<file path="src/rtl/cxu_byteops_seq.sv">
// Byte-oriented custom-function unit: byte sum/swap, bit reverse, per-state
// accumulators and an iterative shift-add multiplier behind a cmd/rsp handshake.
module cxu_byteops_seq #(
   parameter int DATA_W     = 32,
   parameter int NUM_STATES = 4
) (
   input  logic              clk,
   input  logic              reset,
   input  logic              cmd_valid,
   output logic              cmd_ready,
   input  logic [2:0]        cmd_payload_function_id,
   input  logic [DATA_W-1:0] cmd_payload_inputs_0,
   input  logic [DATA_W-1:0] cmd_payload_inputs_1,
   input  logic [2:0]        cmd_payload_state_id,
   input  logic [3:0]        cmd_payload_cxu_id,
   input  logic              cmd_payload_ready,
   output logic              rsp_valid,
   input  logic              rsp_ready,
   output logic [DATA_W-1:0] rsp_payload_outputs_0,
   output logic              rsp_payload_ready
);

   localparam int NB = DATA_W / 8;
   localparam int CW = (DATA_W > 1) ? $clog2(DATA_W) : 1;

   typedef enum logic [1:0] {S_IDLE, S_BUSY, S_DONE} state_t;

   state_t            state_q, state_d;
   logic [DATA_W-1:0] res_q, res_d;
   logic              sb_q;
   logic [DATA_W-1:0] mcand_q, mplier_q, prod_q, prod_next;
   logic [CW-1:0]     cnt_q;
   logic [DATA_W-1:0] acc_rd [NUM_STATES];
   logic [DATA_W-1:0] sel_acc, bsum;
   logic              accept, sid_ok, mul_last;
   logic              unused_cxu;

   assign unused_cxu = ^cmd_payload_cxu_id;

   function automatic logic [DATA_W-1:0] byte_sum(input logic [DATA_W-1:0] a, input logic [DATA_W-1:0] b);
      logic [DATA_W-1:0] s;
      s = '0;
      for (int k = 0; k < NB; k++)
         s = s + DATA_W'(a[8*k +: 8]) + DATA_W'(b[8*k +: 8]);
      return s;
   endfunction

   function automatic logic [DATA_W-1:0] byte_swap(input logic [DATA_W-1:0] a);
      logic [DATA_W-1:0] r;
      r = '0;
      for (int k = 0; k < NB; k++)
         r[8*(NB-1-k) +: 8] = a[8*k +: 8];
      return r;
   endfunction

   function automatic logic [DATA_W-1:0] bit_rev(input logic [DATA_W-1:0] a);
      logic [DATA_W-1:0] r;
      r = '0;
      for (int n = 0; n < DATA_W; n++)
         r[DATA_W-1-n] = a[n];
      return r;
   endfunction

   assign accept    = cmd_valid && cmd_ready;
   assign sid_ok    = {1'b0, cmd_payload_state_id} < 4'(NUM_STATES);
   assign bsum      = byte_sum(cmd_payload_inputs_0, cmd_payload_inputs_1);
   assign prod_next = prod_q + (mplier_q[0] ? mcand_q : '0);
   assign mul_last  = (cnt_q == CW'(DATA_W - 1));

   always_comb begin
      sel_acc = '0;
      for (int i = 0; i < NUM_STATES; i++)
         if (cmd_payload_state_id == 3'(i))
            sel_acc = acc_rd[i];
   end

   // Out-of-range state ids read as zero for all accumulator functions
   always_comb begin
      res_d = '0;
      case (cmd_payload_function_id)
         3'd0:    res_d = bsum;
         3'd1:    res_d = byte_swap(cmd_payload_inputs_0);
         3'd2:    res_d = bit_rev(cmd_payload_inputs_0);
         3'd3:    res_d = sid_ok ? sel_acc + bsum : '0;
         3'd4,
         3'd5:    res_d = sid_ok ? sel_acc : '0;
         default: res_d = '0;
      endcase
   end

   // FSM: state register
   always_ff @(posedge clk or posedge reset) begin
      if (reset) state_q <= S_IDLE;
      else       state_q <= state_d;
   end

   // FSM: next state
   always_comb begin
      state_d = state_q;
      case (state_q)
         S_IDLE: if (accept) state_d = (cmd_payload_function_id == 3'd6) ? S_BUSY : S_DONE;
         S_BUSY: if (mul_last) state_d = S_DONE;
         S_DONE: if (rsp_ready) state_d = S_IDLE;
         default: state_d = S_IDLE;
      endcase
   end

   // FSM: outputs
   always_comb begin
      cmd_ready = (state_q == S_IDLE) && !reset;
      rsp_valid = (state_q == S_DONE);
   end

   assign rsp_payload_outputs_0 = res_q;
   assign rsp_payload_ready     = sb_q;

   always_ff @(posedge clk or posedge reset) begin
      if (reset) begin
         res_q    <= '0;
         sb_q     <= 1'b0;
         mcand_q  <= '0;
         mplier_q <= '0;
         prod_q   <= '0;
         cnt_q    <= '0;
      end else if (accept) begin
         res_q    <= res_d;
         sb_q     <= cmd_payload_ready;
         mcand_q  <= cmd_payload_inputs_0;
         mplier_q <= cmd_payload_inputs_1;
         prod_q   <= '0;
         cnt_q    <= '0;
      end else if (state_q == S_BUSY) begin
         mcand_q  <= mcand_q << 1;
         mplier_q <= mplier_q >> 1;
         prod_q   <= prod_next;
         cnt_q    <= cnt_q + CW'(1);
         if (mul_last) res_q <= prod_next;
      end
   end

   genvar gi;
   generate
      for (gi = 0; gi < NUM_STATES; gi++) begin : g_acc
         logic [DATA_W-1:0] acc_q;
         logic              hit;
         assign hit = accept && sid_ok && (cmd_payload_state_id == 3'(gi));
         always_ff @(posedge clk or posedge reset) begin
            if (reset)
               acc_q <= '0;
            else if (hit && cmd_payload_function_id == 3'd3)
               acc_q <= acc_q + bsum;
            else if (hit && cmd_payload_function_id == 3'd5)
               acc_q <= '0;
         end
         assign acc_rd[gi] = acc_q;
      end
   endgenerate

endmodule

</file>
<file path="config.mk">
export PLATFORM = sky130hd
export DESIGN_NAME = cxu_byteops_seq
export DESIGN_NICKNAME = d
export VERILOG_FILES = /design/src/rtl/cxu_byteops_seq.sv
export SDC_FILE = /design/constraint.sdc
export NUM_CORES = 1
export LEC_CHECK = 0
export ABC_AREA = 1
export BUFFER_PORTS_ARGS = -buffer_cell sky130_fd_sc_hd__buf_2
export CAP_MARGIN = 20
export CORE_MARGIN = 5
export CORE_UTILIZATION = 55
export CTS_BUF_LIST = sky130_fd_sc_hd__clkbuf_8
export DETAILED_ROUTE_END_ITERATION = 10
export PLACE_DENSITY_LB_ADDON = 0.05
export SYNTH_ARGS = -nofsm -noshare
export SYNTH_HDL_FRONTEND = slang
export SYNTH_SLANG_ARGS = --single-unit
</file>
<file path="constraint.sdc">
create_clock -name clk -period 19.4 [get_ports clk]
set_clock_uncertainty 0.05 [all_clocks]
set_input_delay 0.97 -clock clk [delete_from_list [all_inputs] [get_ports clk]]
set_output_delay 0.97 -clock clk [all_outputs]
set_load 0.02 [all_outputs]
</file>
# [After elaboration in Yosys (flattened, before gate mapping)]
# Cells that the tools add are included.
[classes] muxes=32 n_div=0 bitwise=0 n_shift=0 order_cmp=1 eq_ne=15 n_addsub=14 mul=0 reduce_logical=28
[ops] operator="$mux W32" n=24
[ops] operator="$add A32 B15 Y32" n=5
[ops] operator="$pmux W32 S5" n=1
[ops] operator="$add A32 B32 Y32" n=1
[ops] operator="$add A14 B8 Y15" n=1
[ops] operator="$logic_and A1 B1 Y1" n=15
[ops] operator="$add A13 B8 Y14" n=1
[ops] operator="$add A12 B8 Y13" n=1
[ops] operator="$add A11 B8 Y12" n=1
[ops] operator="$eq A3 B2 Y1 const B" n=4
[ops] operator="$reduce_bool A2 Y1" n=6
[ops] operator="$add A10 B8 Y11" n=1
[ops] operator="$add A9 B8 Y10" n=1
[ops] operator="$mux W5" n=2
[ops] operator="$add A8 B8 Y9" n=1
[ops] operator="$eq A3 B3 Y1 const B" n=3
[ops] operator="$mux W2" n=4
[ops] operator="$eq A3 B1 Y1 const B" n=2
[ops] operator="$logic_not A3 Y1" n=2
[ops] operator="$pmux W2 S3" n=1
[ops] operator="$add A5 B1 Y5 const B" n=1
[ops] operator="$eq A5 B5 Y1 const B" n=1
[ops] operator="$ne A2 B2 Y1 const B" n=2
[ops] operator="$lt A3 B3 Y1 const B" n=1
[ops] operator="8 further kinds" n=8
[word_totals] word_cells=101 inputBits=79 n_memories=0 register_bits=264 mem_bits_ro=0 ram_bits=0 latch_bits=0 out_inout_bits=35

# [Longest topological paths before layout]
[logic_depth] ltp_word=11 ltp_mapped=29

# [Least setup slack after synthesis]
# Ideal clock, no wire load.
[synth_path] path_type="input port to flip-flop" startpoint="in cmd_payload_inputs_0[26]" endpoint="reg g_acc[0].acc_q[19]" n_path_buf=0 required_time_ns=19.233 t_arrival_ns=5.919 stages=25 setup_ns=0.117 setup_slack_ns=13.314 path_cell_list="inv_1 fa_1 inv_1 fa_1 fa_1 fa_1 ha_1 fa_1 a21oi_1 xor2_1 inv_1 ha_1 a21oi_1 nand2_1 a21oi_1 inv_1 a21oi_1 o21ai_0 nand2_1 nor2_1 nand2_1 nor2_1 or2_2 nand3_1 nand2_1"
[synth_between] elab_chain_cells=4
[synth_rtl] item="from (decl)" line_no="12" rtl="input logic [DATA_W-1:0] cmd_payload_inputs_0,"
[synth_rtl] item="$add A13 B8 Y14" line_no="44" rtl="s = s + DATA_W'(a[8*k +: 8]) + DATA_W'(b[8*k +: 8]);"
[synth_rtl] item="$add A14 B8 Y15" line_no="44"
[synth_rtl] item="$add A32 B15 Y32" line_no="151" rtl="acc_q <= acc_q + bsum;"
[synth_rtl] item="$mux W32" line_no="150" rtl="else if (hit && cmd_payload_function_id == 3'd3)"
[synth_rtl] item="to (signal assigned)" line_no="151"
[synth_rtl] item="to (decl)" line_no="144" rtl="logic [DATA_W-1:0] acc_q;"
# Every way passes these cells.
# A chain may end at the register's enable or synchronous reset.

# [Final worst setup path]
[layout_path] startpoint="in cmd_payload_inputs_0[26]" endpoint="reg g_acc[2].acc_q[31]"
[layout_between] elab_chain_cells=4
[layout_rtl] item="$add A13 B8 Y14" line_no="44"
[layout_rtl] item="$add A14 B8 Y15" line_no="44"
[layout_rtl] item="$add A32 B15 Y32" line_no="151"
[layout_rtl] item="$mux W32" line_no="150"
[layout_rtl] item="to (signal assigned)" line_no="151"
[layout_rtl] item="to (decl)" line_no="144"
# Every way passes these cells.

==> results.sh <==
export IMPL_dp_hpwl_mm=56.6
export IMPL_ir_worst_vdd_v=0.000223
export IMPL_synth_top_cells_by_area="dfrtp_1 (31%), nand2_1 (12%), inv_1 (8.0%)"
export IMPL_synth_yosys_seq_area_share_pct=31.0
export IMPL_distinct_cells_synth=61
export IMPL_setup_worst_path_end_class="flip-flop"
export IMPL_worst_setup_path_start_kind="primary input"
export IMPL_max_slew_margin_pct=31.1
export IMPL_grt_first_pass_wirelength_mm=112
export IMPL_yosys_warnings=0
export IMPL_worst_hold_path_type="primary input to asynchronous set/reset pin"
export IMPL_status="finished clean"
export IMPL_synth_most_common_cell="nand2_1"
export IMPL_critPathMaxFanout=6
export IMPL_vias=21516
export IMPL_netlist_instances=3036
export IMPL_number_of_buffers_on_the_longest_clock_path=3
export IMPL_post_route_cells_drive_above_1_share_pct=9.42
export IMPL_drv_slew=0
export IMPL_post_cts_setup_buffer_count=0
export IMPL_grt_overflow_total=0
export IMPL_finalSetupViolations=0
export IMPL_netlist_top_cell_by_area="dfrtp_1"
export IMPL_final_min_clock_period_ns=6.58
export IMPL_timing_fmax_mhz=152
export IMPL_die_area_um2=42700
export IMPL_insertion_delay_ns=0.66
export IMPL_ys_flop_type="dfrtp_1"
export IMPL_final_design_area_no_fill_um2=23300
export IMPL_synth_nets=3267
export IMPL_syn_cell_area_um2=21300
export IMPL_grt_setup_unrepaired="no"
export IMPL_initial_utilization_pct=55.3
export IMPL_dpl_instance_area_um2=22200
export IMPL_drt_iter0_drc=2123
export IMPL_routabilityCongestion=1.03
export IMPL_via_per_inst=5.84
export IMPL_finalNetCount=3358
export IMPL_drcViolationCount=0
export IMPL_row_count=72
export IMPL_report_final_hold_viol_count=0
export IMPL_tritoncts="yes"
export IMPL_top_area_cell_type_share_of_the_netlist_area_pct=31.0
export IMPL_totalWireLength_mm=72.8
export IMPL_timing_setup_tns_ns=0
export IMPL_clk_root_buffer_cell="clkbuf_8"
export IMPL_cts_buffer_count=50
export IMPL_fillers=3705
export IMPL_ys_ff_latch=264
export IMPL_area_growth_pct=9.50
export IMPL_async_flop_share_pct=100
export IMPL_avgRoutedWirePerCell_um=19.8
export IMPL_number_of_enable_flip_flop_cells_after_synthesis=0
export IMPL_cts_resized=0
export IMPL_power_density_nw_per_um2=190
export IMPL_grt_start_max_net_pins=79
export IMPL_floorplan_core_area_um2=38500
export IMPL_avgSynthCellArea_um2=7.01
export IMPL_clkSinkCount=264
export IMPL_port_buffers=109
export IMPL_synth_cells_most_frequent="nand2_1 (697), inv_1 (452), dfrtp_1 (264)"
export IMPL_ctsHoldBuffers=0
export IMPL_die_width_um=207
export IMPL_worstMarginPinSlew_ns=1.03
export IMPL_max_cap_viol_count=0
export IMPL_die_h_um=207
export IMPL_worstPathRequired_ns=19.87
export IMPL_grt_usage_pct=33.7
export IMPL_first_global_vias=20103
export IMPL_insertedDiodeCount=0
export IMPL_crit_arrival_ns=7.04
export IMPL_cts_clk_slew_worst_paths_ns=0.06
export IMPL_h_tree_depth=2
export IMPL_top_level_ports=114
export IMPL_detailedRoute_firstPassIterationCount=6
export IMPL_post_route_fraction_of_the_period_consumed_by_the_critical_path_pct=33.9
export IMPL_grt_antenna_before_repair=1
export IMPL_p_leak_nw=11.3
export IMPL_worst_setup_path_type="primary input to flip-flop"
export IMPL_detail_route_antenna_nets=0
sequential cells by signal, summed over array words and instances (netlist names):
register,cells
cnt_q,5
rsp_payload_outputs_0,32
rsp_payload_ready,1
state_q,2
prod_q,32
mplier_q,32
mcand_q,32
g_acc.acc_q,128
final cells by class:
class	count	area, um^2	share of cell area [%]
Clock inverter	21	95.1	0.408
Tap cell	518	648	2.78
Sequential cell	264	6610	28.3
Multi-Input combinational cell	2216	12500	53.7
Inverter	463	1750	7.51
Clock buffer	69	950	4.07
Timing Repair Buffer	132	746	3.20
stage by stage:
stage,hold slack [ns],worst slack (ns),utilization (%),power [mW],instances
2_1_floorplan,0.395,11.11,-,3.00,3036
3_3_place_gp,0.407,12.20,57.8,3.73,3590
3_5_place_dp,0.426,12.20,57.8,3.79,3591
4_1_cts,0.341,12.87,60.5,4.39,3681
5_1_grt,0.404,12.50,60.6,4.84,3683
6_report,0.353,12.82,60.6,4.44,3683
per-layer routing:
layer,routed length [um],global-route usage (%),vias up
li1,-,-,10295
met1,29800,45.4,10042
met2,32600,53.2,972
met3,5910,4.58,205
met4,4430,18.1,2
met5,13,0,-
path summary, 6_finish.rpt:
kind / cells past startpoint / end / startpoint / slack, ns
setup / recovery: 22 / g_acc[2].acc_q[31] / cmd_payload_inputs_0[26] / 12.82
hold / removal: 2 / prod_q[3] / reset / 0.35
setup reg to reg: 10 / g_acc[2].acc_q[28] / state_q[0] / 15.21
hold reg to reg: 2 / prod_q[20] / prod_q[20] / 0.44
max in group asynchronous: 4 / g_acc[2].acc_q[11] / reset / 17.07
min in group clk: 2 / prod_q[20] / prod_q[20] / 0.44
cells in the final DEF, fill, tap and decap left out, drive strengths merged, types with 32 or more instances in the layout:
cell    instances
fa             53
nor3           45
clkbuf         69
inv           474
nand4          73
o21ai         279
buf           132
nand3         164
ha             99
dfrtp         264
o22ai          69
a21oi         227
nand2         712
nor2          266
xor2           32
kinds of logic after synthesis:
family                     share of synthesized area, %
AOI/OAI and AO/OA                                  19.2
xor gates and xnor gates                           1.48
adders and majority gates                          10.8
buffers and inverters                              10.2
DFF                                                31.0
and+or+nand+nor                                    27.2
report_power, final:
part	total (mW)	internal [mW]	switching [mW]
clock	0.576	0.314	0.262
combinational	3.05	1.01	2.04
sequential	0.811	0.710	0.101
total	4.44	2.03	2.41
worst max-delay path, cell delays in order:
cell      delay [ns]
buf_2           0.14
inv_1           0.10
fa_1            0.54
inv_1           0.06
fa_1            0.55
fa_1            0.43
fa_1            0.47
ha_1            0.26
fa_1            0.50
xor2_1          0.80
ha_1            0.31
nand2_1         0.07
nor2_1          0.10
nor2_1          0.07
o21ai_1         0.39
a21boi_0        0.21
o21ai_1         0.29
nand2_1         0.22
nor2_2          0.26
nand3_1         0.11
nand3_1         0.09
o21ai_0         0.10
No activity file was read; power rests on OpenSTA's default activity.
